[config.mk]
export PLATFORM = sky130hd
export DESIGN_NAME = interval_timer_flat
export DESIGN_NICKNAME = d
export VERILOG_FILES = /design/src/rtl/interval_timer_if.sv /design/src/rtl/interval_timer.sv /design/src/flat_wrapper.sv
export SDC_FILE = /design/constraint.sdc
export NUM_CORES = 1
export LEC_CHECK = 0
export ABC_AREA = 1
export CAP_MARGIN = 20
export CORE_MARGIN = 2
export CORE_UTILIZATION = 53
export DETAILED_ROUTE_END_ITERATION = 16
export PLACE_DENSITY_LB_ADDON = 0.2
export SYNTH_ARGS = -nofsm -noshare
export SYNTH_HDL_FRONTEND = slang
export SYNTH_SLANG_ARGS = --single-unit
[constraint.sdc]
create_clock -name clk -period 1.55 [get_ports clk]
set_input_delay 0.2325 -clock clk [delete_from_list [all_inputs] [get_ports clk]]
set_output_delay 0.2325 -clock clk [all_outputs]
set_load 0.01 [all_outputs]
[src/rtl/interval_timer_if.sv]
// interval_timer_if
// Groups the request/response signals between the sequencing FSM and
// interval_timer.
//   enable           : global enable; 0 freezes counting
//   start            : one-cycle request strobe, loads seconds_to_count
//   abort            : cancel the current count without a finished strobe
//   seconds_to_count : requested duration in seconds
//   busy             : count in progress
//   finished         : one-cycle strobe at end of count
//   seconds_left     : remaining whole seconds, 0 when idle
//   sec_tick         : one-cycle strobe on each second decrement
// The master modport is the requesting FSM; the slave modport is the timer.
interface interval_timer_if #(
    parameter int WIDTH = 16
);
    logic             enable;
    logic             start;
    logic             abort;
    logic [WIDTH-1:0] seconds_to_count;
    logic             busy;
    logic             finished;
    logic             sec_tick;
    logic [WIDTH-1:0] seconds_left;

    modport master (
        output enable, start, abort, seconds_to_count,
        input  busy, finished, seconds_left, sec_tick
    );

    modport slave (
        input  enable, start, abort, seconds_to_count,
        output busy, finished, seconds_left, sec_tick
    );
endinterface

[src/rtl/interval_timer.sv]
// interval_timer
// Counts a requested number of seconds against the low-frequency oscillator
// clock and returns a one-cycle finished strobe. Supports restart, abort,
// pause through the global enable, and a remaining-seconds readback.
// Ports:
//   clk   : 10 kHz oscillator clock
//   reset : synchronous, active-high
//   bus   : interval_timer_if slave (enable/start/abort/seconds_to_count in,
//           busy/finished/seconds_left/sec_tick out, all outputs registered)
//
// state  | meaning
// -------+--------------------------------------------------
// S_IDLE | no count active, waiting for start
// S_RUN  | counting; prescaler advances while enable=1
// S_DONE | count complete; finished is high for this cycle
module interval_timer #(
    parameter int TICKS_PER_SEC = 10000,
    parameter int WIDTH         = 16
) (
    input logic              clk,
    input logic              reset,
    interval_timer_if.slave  bus
);
    localparam int PW = (TICKS_PER_SEC > 1) ? $clog2(TICKS_PER_SEC) : 1;
    localparam logic [PW-1:0] PRESC_LAST = PW'(TICKS_PER_SEC - 1);

    typedef enum logic [1:0] {
        S_IDLE = 2'd0,
        S_RUN  = 2'd1,
        S_DONE = 2'd2
    } state_t;

    state_t           state_q, state_d;
    logic [PW-1:0]    presc_q, presc_d;
    logic [WIDTH-1:0] secs_q, secs_d;
    logic             busy_q, busy_d;
    logic             fin_q, fin_d;
    logic             tick_q, tick_d;

    always_ff @(posedge clk) begin
        if (reset) begin
            state_q <= S_IDLE;
            presc_q <= '0;
            secs_q  <= '0;
            busy_q  <= 1'b0;
            fin_q   <= 1'b0;
            tick_q  <= 1'b0;
        end else begin
            state_q <= state_d;
            presc_q <= presc_d;
            secs_q  <= secs_d;
            busy_q  <= busy_d;
            fin_q   <= fin_d;
            tick_q  <= tick_d;
        end
    end

    // finished and sec_tick are strobes: they default low every cycle.
    always_comb begin
        state_d = state_q;
        presc_d = presc_q;
        secs_d  = secs_q;
        busy_d  = busy_q;
        fin_d   = 1'b0;
        tick_d  = 1'b0;

        if (bus.abort) begin
            state_d = S_IDLE;
            presc_d = '0;
            secs_d  = '0;
            busy_d  = 1'b0;
        end else if (bus.start) begin
            // Same load path from every state: a start in RUN discards the
            // old count silently, a start in DONE follows the strobe already
            // being driven this cycle.
            presc_d = '0;
            if (bus.seconds_to_count != '0) begin
                state_d = S_RUN;
                secs_d  = bus.seconds_to_count;
                busy_d  = 1'b1;
            end else begin
                state_d = S_DONE;
                secs_d  = '0;
                busy_d  = 1'b0;
                fin_d   = 1'b1;
            end
        end else begin
            case (state_q)
                S_RUN: begin
                    if (bus.enable) begin
                        if (presc_q == PRESC_LAST) begin
                            presc_d = '0;
                            tick_d  = 1'b1;
                            // secs_q is never 0 in RUN, so this cannot underflow.
                            secs_d  = secs_q - WIDTH'(1);
                            if (secs_q == WIDTH'(1)) begin
                                state_d = S_DONE;
                                busy_d  = 1'b0;
                                fin_d   = 1'b1;
                            end
                        end else begin
                            presc_d = presc_q + PW'(1);
                        end
                    end
                end
                S_DONE: begin
                    state_d = S_IDLE;
                end
                default: begin
                    state_d = S_IDLE;
                end
            endcase
        end
    end

    assign bus.busy         = busy_q;
    assign bus.finished     = fin_q;
    assign bus.sec_tick     = tick_q;
    assign bus.seconds_left = secs_q;
endmodule

[src/flat_wrapper.sv]
// flat-port wrapper written by rule: the top's interface ports become plain ports
module interval_timer_flat 
#(
    parameter int TICKS_PER_SEC = 10000,
    parameter int WIDTH         = 16
)
  (clk, reset, bus_enable, bus_start, bus_abort, bus_seconds_to_count, bus_busy, bus_finished, bus_seconds_left, bus_sec_tick);
  interval_timer_if #(.WIDTH(WIDTH)) bus_i ();
  input logic clk;
  input logic reset;
  input wire logic [$bits(bus_i.enable)-1:0] bus_enable;
  input wire logic [$bits(bus_i.start)-1:0] bus_start;
  input wire logic [$bits(bus_i.abort)-1:0] bus_abort;
  input wire logic [$bits(bus_i.seconds_to_count)-1:0] bus_seconds_to_count;
  output wire logic [$bits(bus_i.busy)-1:0] bus_busy;
  output wire logic [$bits(bus_i.finished)-1:0] bus_finished;
  output wire logic [$bits(bus_i.seconds_left)-1:0] bus_seconds_left;
  output wire logic [$bits(bus_i.sec_tick)-1:0] bus_sec_tick;
  assign bus_i.enable = bus_enable;
  assign bus_i.start = bus_start;
  assign bus_i.abort = bus_abort;
  assign bus_i.seconds_to_count = bus_seconds_to_count;
  assign bus_busy = bus_i.busy;
  assign bus_finished = bus_i.finished;
  assign bus_seconds_left = bus_i.seconds_left;
  assign bus_sec_tick = bus_i.sec_tick;
  interval_timer #(.TICKS_PER_SEC(TICKS_PER_SEC), .WIDTH(WIDTH)) u_core (.clk(clk), .reset(reset), .bus(bus_i));
endmodule
==> run_results.csv, run 1 <==
group,metric,value,unit
cells_and_area,syn_to_final_growth,36.10,%
clocking,clock_path_buffers,2,
cells_and_area,drive_gt1_frac,0.1636,
critical_path,timing.rr.start,"u_core.bus.seconds_left[0]$_SDFFE_PP0P_",
synth,synth-warning-count,0,
synth,syn_avg_cell_area,6.135,µm²
synth,ys_ff_latch,35,
timing,slew_viol_final,0,
min_path,hold-path-endpoint,"u_core.presc_q[1]$_SDFFE_PP0P_",
pwr,irDropWorstVdd,0.3911,mV
critical_path,cp_slowest_cell,"clkdlybuf4s50_1",
place,pre_cts_slack,-304.2,ps
clocking,cts_made_buffers,5,
routing,wl,6273,µm
synth,synth_top_area_frac,0.3164,
grt,grt_max_degree,17,
critical_path,critPathArrivalTime,1290,ps
routing,wl_per_cell,13.12,µm
place,dpl_cell_area,2808,µm²
grt,globalRouteTotalUtil,0.2665,
floorplan,io_pins,40,
routing,dr.pass1.iters,4,
critical_path,worstSetupPathType,"flop to primary output",
clocking,hold_buffers,0,
timing,period_share,0.9791,
critical_path,cp_max_fo,5,
place,place_congestion,0.8686,
cells_and_area,diodes,0,
synth,synth_top_area_cell,"dfxtp_1",
synth,synth_area,2215,µm²
grt,grt_pass1_vias,2158,
timing,finClkSkew,11.07,ps
clocking,htreeDepth,2,
cells_and_area,fillers,315,
clocking,cts_sinks,35,
min_path,hold_path_depth,2,
timing,hold_violations,0,
synth,synth_nets,385,
timing,postLayoutSetupSlackWorst,32.46,ps
critical_path,cp-start-kind,"flop",
critical_path,path_buf_inv,1,
critical_path,r2r_slack,60,ps
grt,grt_antenna_before_repair,0,
timing,worst_pin_slew,325.7,ps
place,place_hpwl,4655,µm
critical_path,worst_path_largest_cell_delay,570,ps
cells_and_area,final_common_cell,"nand2_1",
timing,whs,500.4,ps
place,placed_cells,467,
synth,ys_seq_area_frac,0.3164,
cells_and_area,final_area,3014,µm²
routing,via_count,2522,
routing,drc_errors,0,
grt,grt_pass1_wl,9363,µm
clocking,cts_tree,"yes",
timing,setup_viol,0,
critical_path,cp_top_family,"buffers and inverters",
flow_run,max_cap_violations,0,
timing,relSlewSlack,0.7827,
clocking,clk_latency,290,ps
cells_and_area,final_cell_mix,"nand2_1, nor2_1, inv_1",
pwr,p_leak,0.001353,µW
floorplan,dieArea,4711,µm²
clocking,clk_pin_slew,70,ps
timing,fin_tns_setup,0,ps
cells_and_area,finalNonFillerCells,478,
floorplan,die_w,68.64,µm
floorplan,die_y,68.64,µm
routing,vias_per_cell,5.276,
run_status,status,"finished clean",
min_path,hold_class,"flop to flop",
pwr,powerDensity,690.4,nW/µm²
critical_path,crit_chain,"clkdlybuf4s50_1",
clocking,clockRootBuffer,"clkbuf_8",
critical_path,reg2reg_to,"u_core.bus.seconds_left[6]$_SDFFE_PP0P_",
routing,drt-initial-drc-count,207,
critical_path,end_kind,"primary output",
cells_and_area,nNetsFinal,451,
timing,fmax,659.0,MHz
place,io_buffer_count,39,
critical_path,r2r_cells,9,
floorplan,start_util,0.5536,
synth,syn_inst,361,
synth,ys_types,31,
routing,ant_nets,0,
floorplan,rows,23,
synth,synthTopCellsByArea,"dfxtp_1, nand2_1, nor2_1, nand3_1, inv_1",
critical_path,required,1320,ps
grt,overflow,0,
min_path,hp-start,"u_core.presc_q[1]$_SDFFE_PP0P_",
timing,min_period,1518,ps
floorplan,design.core.area,4000,µm²
stage by stage:
step	util	power (µW)
4_1_cts	0.7269	2068
2_1_floorplan	-	1227
3_3_place_gp	0.7019	1416
6_report	0.7535	2081
3_5_place_dp	0.7019	1423
5_1_grt	0.7535	2160
power by group:
| part | switching, µW | internal, µW | total [µW] | leakage [µW] |
|---|---|---|---|---|
| combinational | 267 | 219 | 486 | 0.00102 |
| sequential | 26.0 | 920 | 947 | 0.000289 |
| clock | 333 | 316 | 648 | 0.0000422 |
| total | 626 | 1450 | 2080 | 0.00135 |
how the worst max path moves through the flow:
stage	cells past startpoint	start	slack (ps)	endpoint
4_1_cts	8	u_core.bus.seconds_left[0]$_SDFFE_PP0P_	-6	u_core.bus.seconds_left[10]$_SDFFE_PP0P_
6_report	1	u_core.bus.seconds_left[7]$_SDFFE_PP0P_	30	bus_seconds_left[7]
2_1_floorplan	7	u_core.presc_q[0]$_SDFFE_PP0P_	150	u_core.bus.seconds_left[8]$_SDFFE_PP0P_
5_1_grt	9	u_core.bus.seconds_left[0]$_SDFFE_PP0P_	-30	u_core.bus.seconds_left[6]$_SDFFE_PP0P_
3_3_place_gp	8	bus_enable	-250	u_core.presc_q[13]$_SDFFE_PP0P_
3_5_place_dp	8	bus_enable	-300	u_core.presc_q[13]$_SDFFE_PP0P_
cell usage after synthesis:
cell,number
a21boi_0,4
a21oi_1,16
and2_1,2
buf_1,1
buf_2,2
buf_4,1
buf_6,2
clkbuf_1,3
dfxtp_1,35
ha_1,3
inv_1,42
inv_2,1
nand2_1,102
nand2_2,3
nand2_4,1
nand3_1,35
nand3_4,1
nand4_1,6
nor2_1,58
nor2_2,5
nor3_1,8
nor3_4,1
nor3b_1,2
nor4_1,1
o211ai_1,5
o21a_1,1
o21ai_0,13
o21bai_1,1
or2_2,1
xnor2_1,1
xor2_1,4
logic make-up after synthesis:
family	Yosys count	synth area share
fa+ha+maj	3	0.01695
flops	35	0.3164
compound gates	40	0.1028
xor+xnor	5	0.01977
simple gates	226	0.4463
buf+inv	52	0.09774
sequential cells by signal, summed over array words and instances, names as in the netlist:
signal	cells
u_core.bus.busy	1
u_core.bus.finished	1
u_core.bus.sec_tick	1
u_core.bus.seconds_left	16
u_core.presc_q	14
u_core.state_q	2
routing by layer:
metal,GRT usage,wire (µm),vias to the layer above
li1,-,-,1288
met2,0.4507,2947,111
met3,0.04383,436,26
met1,0.3360,2699,1097
met4,0.1050,189,0
met5,0,0,-
area by class of cell:
type,count,area [µm²],share of cell area
inverters,43,161.4,0.05355
flip-flops and latches,35,715.7,0.2374
well taps,50,62.56,0.02076
multi-input cells,275,1383,0.4587
repair buffers,67,610.6,0.2026
clock inverters,1,5.005,0.001660
clock buffers,7,76.32,0.02532
what timing repair did:
item	CTS	global route
gates cloned	0	1
setup buffers	0	2
endpoints found under the setup margin	11	28
pin swaps	1	3
gates resized for setup	5	25
Power figures use the tool's default switching activity.
==> run 2, diff against run 1 <==
CORE_UTILIZATION = 60   (was 53)
DONT_BUFFER_PORTS = 1   (was unset)
GPL_ROUTABILITY_DRIVEN = 0   (was unset)
==> run 2 against run 1 <==
Cell count is 8.4% lower; critical path depth is 6 higher; via count is 5.0% lower; critical endpoint is now u_core.bus.seconds_left[4]$_SDFFE_PP0P_; die area fell by 11%; flip-flop and latch count unchanged; highest routed layer unchanged.
==> run_results.csv, run 2 (synthesis gave the netlist of run 1 again) <==
group,metric,value,unit
critical_path,cp_max_fo,6,
critical_path,path_buf_inv,1,
cells_and_area,finalNonFillerCells,438,
grt,grt_antenna_before_repair,0,
clocking,clk_pin_slew,70,ps
pwr,irDropWorstVdd,0.6201,mV
min_path,hold_class,"primary input to flop",
floorplan,rows,22,
grt,globalRouteTotalUtil,0.2818,
place,dpl_cell_area,2407,µm²
cells_and_area,final_cell_mix,"nand2_1, nor2_1, inv_1",
critical_path,worstSetupPathType,"flop to flop",
clocking,clk_latency,290,ps
timing,hold_violations,0,
routing,vias_per_cell,5.473,
routing,wl,5828,µm
routing,via_count,2397,
timing,finClkSkew,4.418,ps
clocking,hold_buffers,0,
cells_and_area,final_area,2646,µm²
timing,period_share,0.9814,
clocking,cts_tree,"yes",
critical_path,end_kind,"flop",
critical_path,cp_slowest_cell,"dfxtp_4",
timing,setup_viol,0,
cells_and_area,seqCellArea,706.9,µm²
flow_run,max_cap_violations,0,
clocking,clock_path_buffers,2,
critical_path,required,1730,ps
place,io_buffer_count,0,
timing,relSlewSlack,0.6598,
pwr,powerDensity,758.2,nW/µm²
clocking,clockRootBuffer,"clkbuf_8",
cells_and_area,drive_gt1_frac,0.1846,
cells_and_area,final_common_cell,"nand2_1",
floorplan,io_pins,40,
cells_and_area,nNetsFinal,414,
grt,grt_max_degree,28,
timing,slew_viol_final,0,
floorplan,start_util,0.6142,
timing,fmax,657.4,MHz
grt,overflow,0,
clocking,cts_made_buffers,5,
routing,wl_per_cell,13.31,µm
routing,dr.pass1.iters,5,
floorplan,design.core.area,3606,µm²
clocking,htreeDepth,2,
grt,grt_pass1_vias,2085,
place,placed_cells,425,
timing,worst_pin_slew,509.8,ps
critical_path,critPathArrivalTime,1700,ps
cells_and_area,diodes,0,
timing,min_period,1521,ps
routing,ant_nets,0,
cells_and_area,fillers,316,
cells_and_area,multi_input_area,1386,µm²
place,place_hpwl,4172,µm
clocking,cts_sinks,35,
critical_path,r2r_slack,30,ps
routing,drt-initial-drc-count,124,
run_status,status,"finished clean",
critical_path,cp-start-kind,"flop",
critical_path,cp_top_family,"simple AND/OR/NAND/NOR gates",
floorplan,dieArea,4193,µm²
cells_and_area,syn_to_final_growth,19.49,%
floorplan,die_w,64.76,µm
grt,grt_pass1_wl,9163,µm
routing,drc_errors,0,
pwr,p_leak,0.001212,µW
cells_and_area,largest_reg_flops,16,
critical_path,worst_path_largest_cell_delay,360,ps
critical_path,crit_chain,"ha_2, nand3_2, nor2_4, nand3_4, buf_6, o211ai_1, nand2_1",
floorplan,die_y,64.76,µm
[run 2: cell types whose count changed in the layout (fill, tap and decap cells not counted), sizes merged]
cell / previous run / this run
buf: 28 / 31
clkdlybuf4s50: 38 / 0
nand2: 107 / 106
clkbuf: 7 / 6
dlymetal6s2s: 1 / 0
[run 2: timing repair]
| action | 4_1_cts | 5_1_grt |
|---|---|---|
| setup buffers | 1 | 4 |
| gates cloned | 0 | 1 |
| gates resized for setup | 3 | 29 |
| setup endpoints to repair | 7 | 21 |
| pin swaps | 2 | 4 |
[run 2: worst paths after layout]
kind                                                      from                                 endpoint  depth (start not counted)
worst max-delay path            u_core.presc_q[0]$_SDFFE_PP0P_  u_core.bus.seconds_left[4]$_SDFFE_PP0P_                          7
worst min-delay path                                 bus_start           u_core.state_q[0]$_SDFFE_PP0P_                          2
worst max register to register  u_core.presc_q[0]$_SDFFE_PP0P_  u_core.bus.seconds_left[4]$_SDFFE_PP0P_                          7
worst min register to register  u_core.presc_q[9]$_SDFFE_PP0P_           u_core.presc_q[9]$_SDFFE_PP0P_                          2
[run 2: layer usage]
metal	vias up	wire, µm	track usage
met5	-	0	0
met4	0	126	0.08511
met1	1072	2297	0.3246
met3	22	392	0.06424
met2	102	3011	0.5142
li1	1201	-	-
[run 2: per-stage QoR]
step           utilization  hold slack [ps]  total power (µW)  setup slack [ps]  TNS, ps
6_report            0.7339            122.2              2006             28.82        0
3_5_place_dp        0.6676            414.4              1310            -86.17   -267.8
4_1_cts             0.6974            113.9              1986             15.20        0
2_1_floorplan            -            428.3              1227             145.8        0
3_3_place_gp        0.6676            420.5              1305            -18.07   -26.89
5_1_grt             0.7339            150.8              2102            -38.04   -212.0
[run 2: power by group]
group	total, µW	internal (µW)	switching, µW
clock	683	349	334
sequential	950	919	30.5
combinational	374	140	233
total	2010	1410	598
[run 2: area by class of cell]
| cell class | count | share of cell area |
|---|---|---|
| Clock buffer | 6 | 0.03121 |
| Clock inverter | 1 | 0.001891 |
| Inverter | 43 | 0.06099 |
| Multi-Input combinational cell | 274 | 0.5239 |
| Sequential cell | 35 | 0.2671 |
| Tap cell | 48 | 0.02270 |
| Timing Repair Buffer | 31 | 0.09220 |
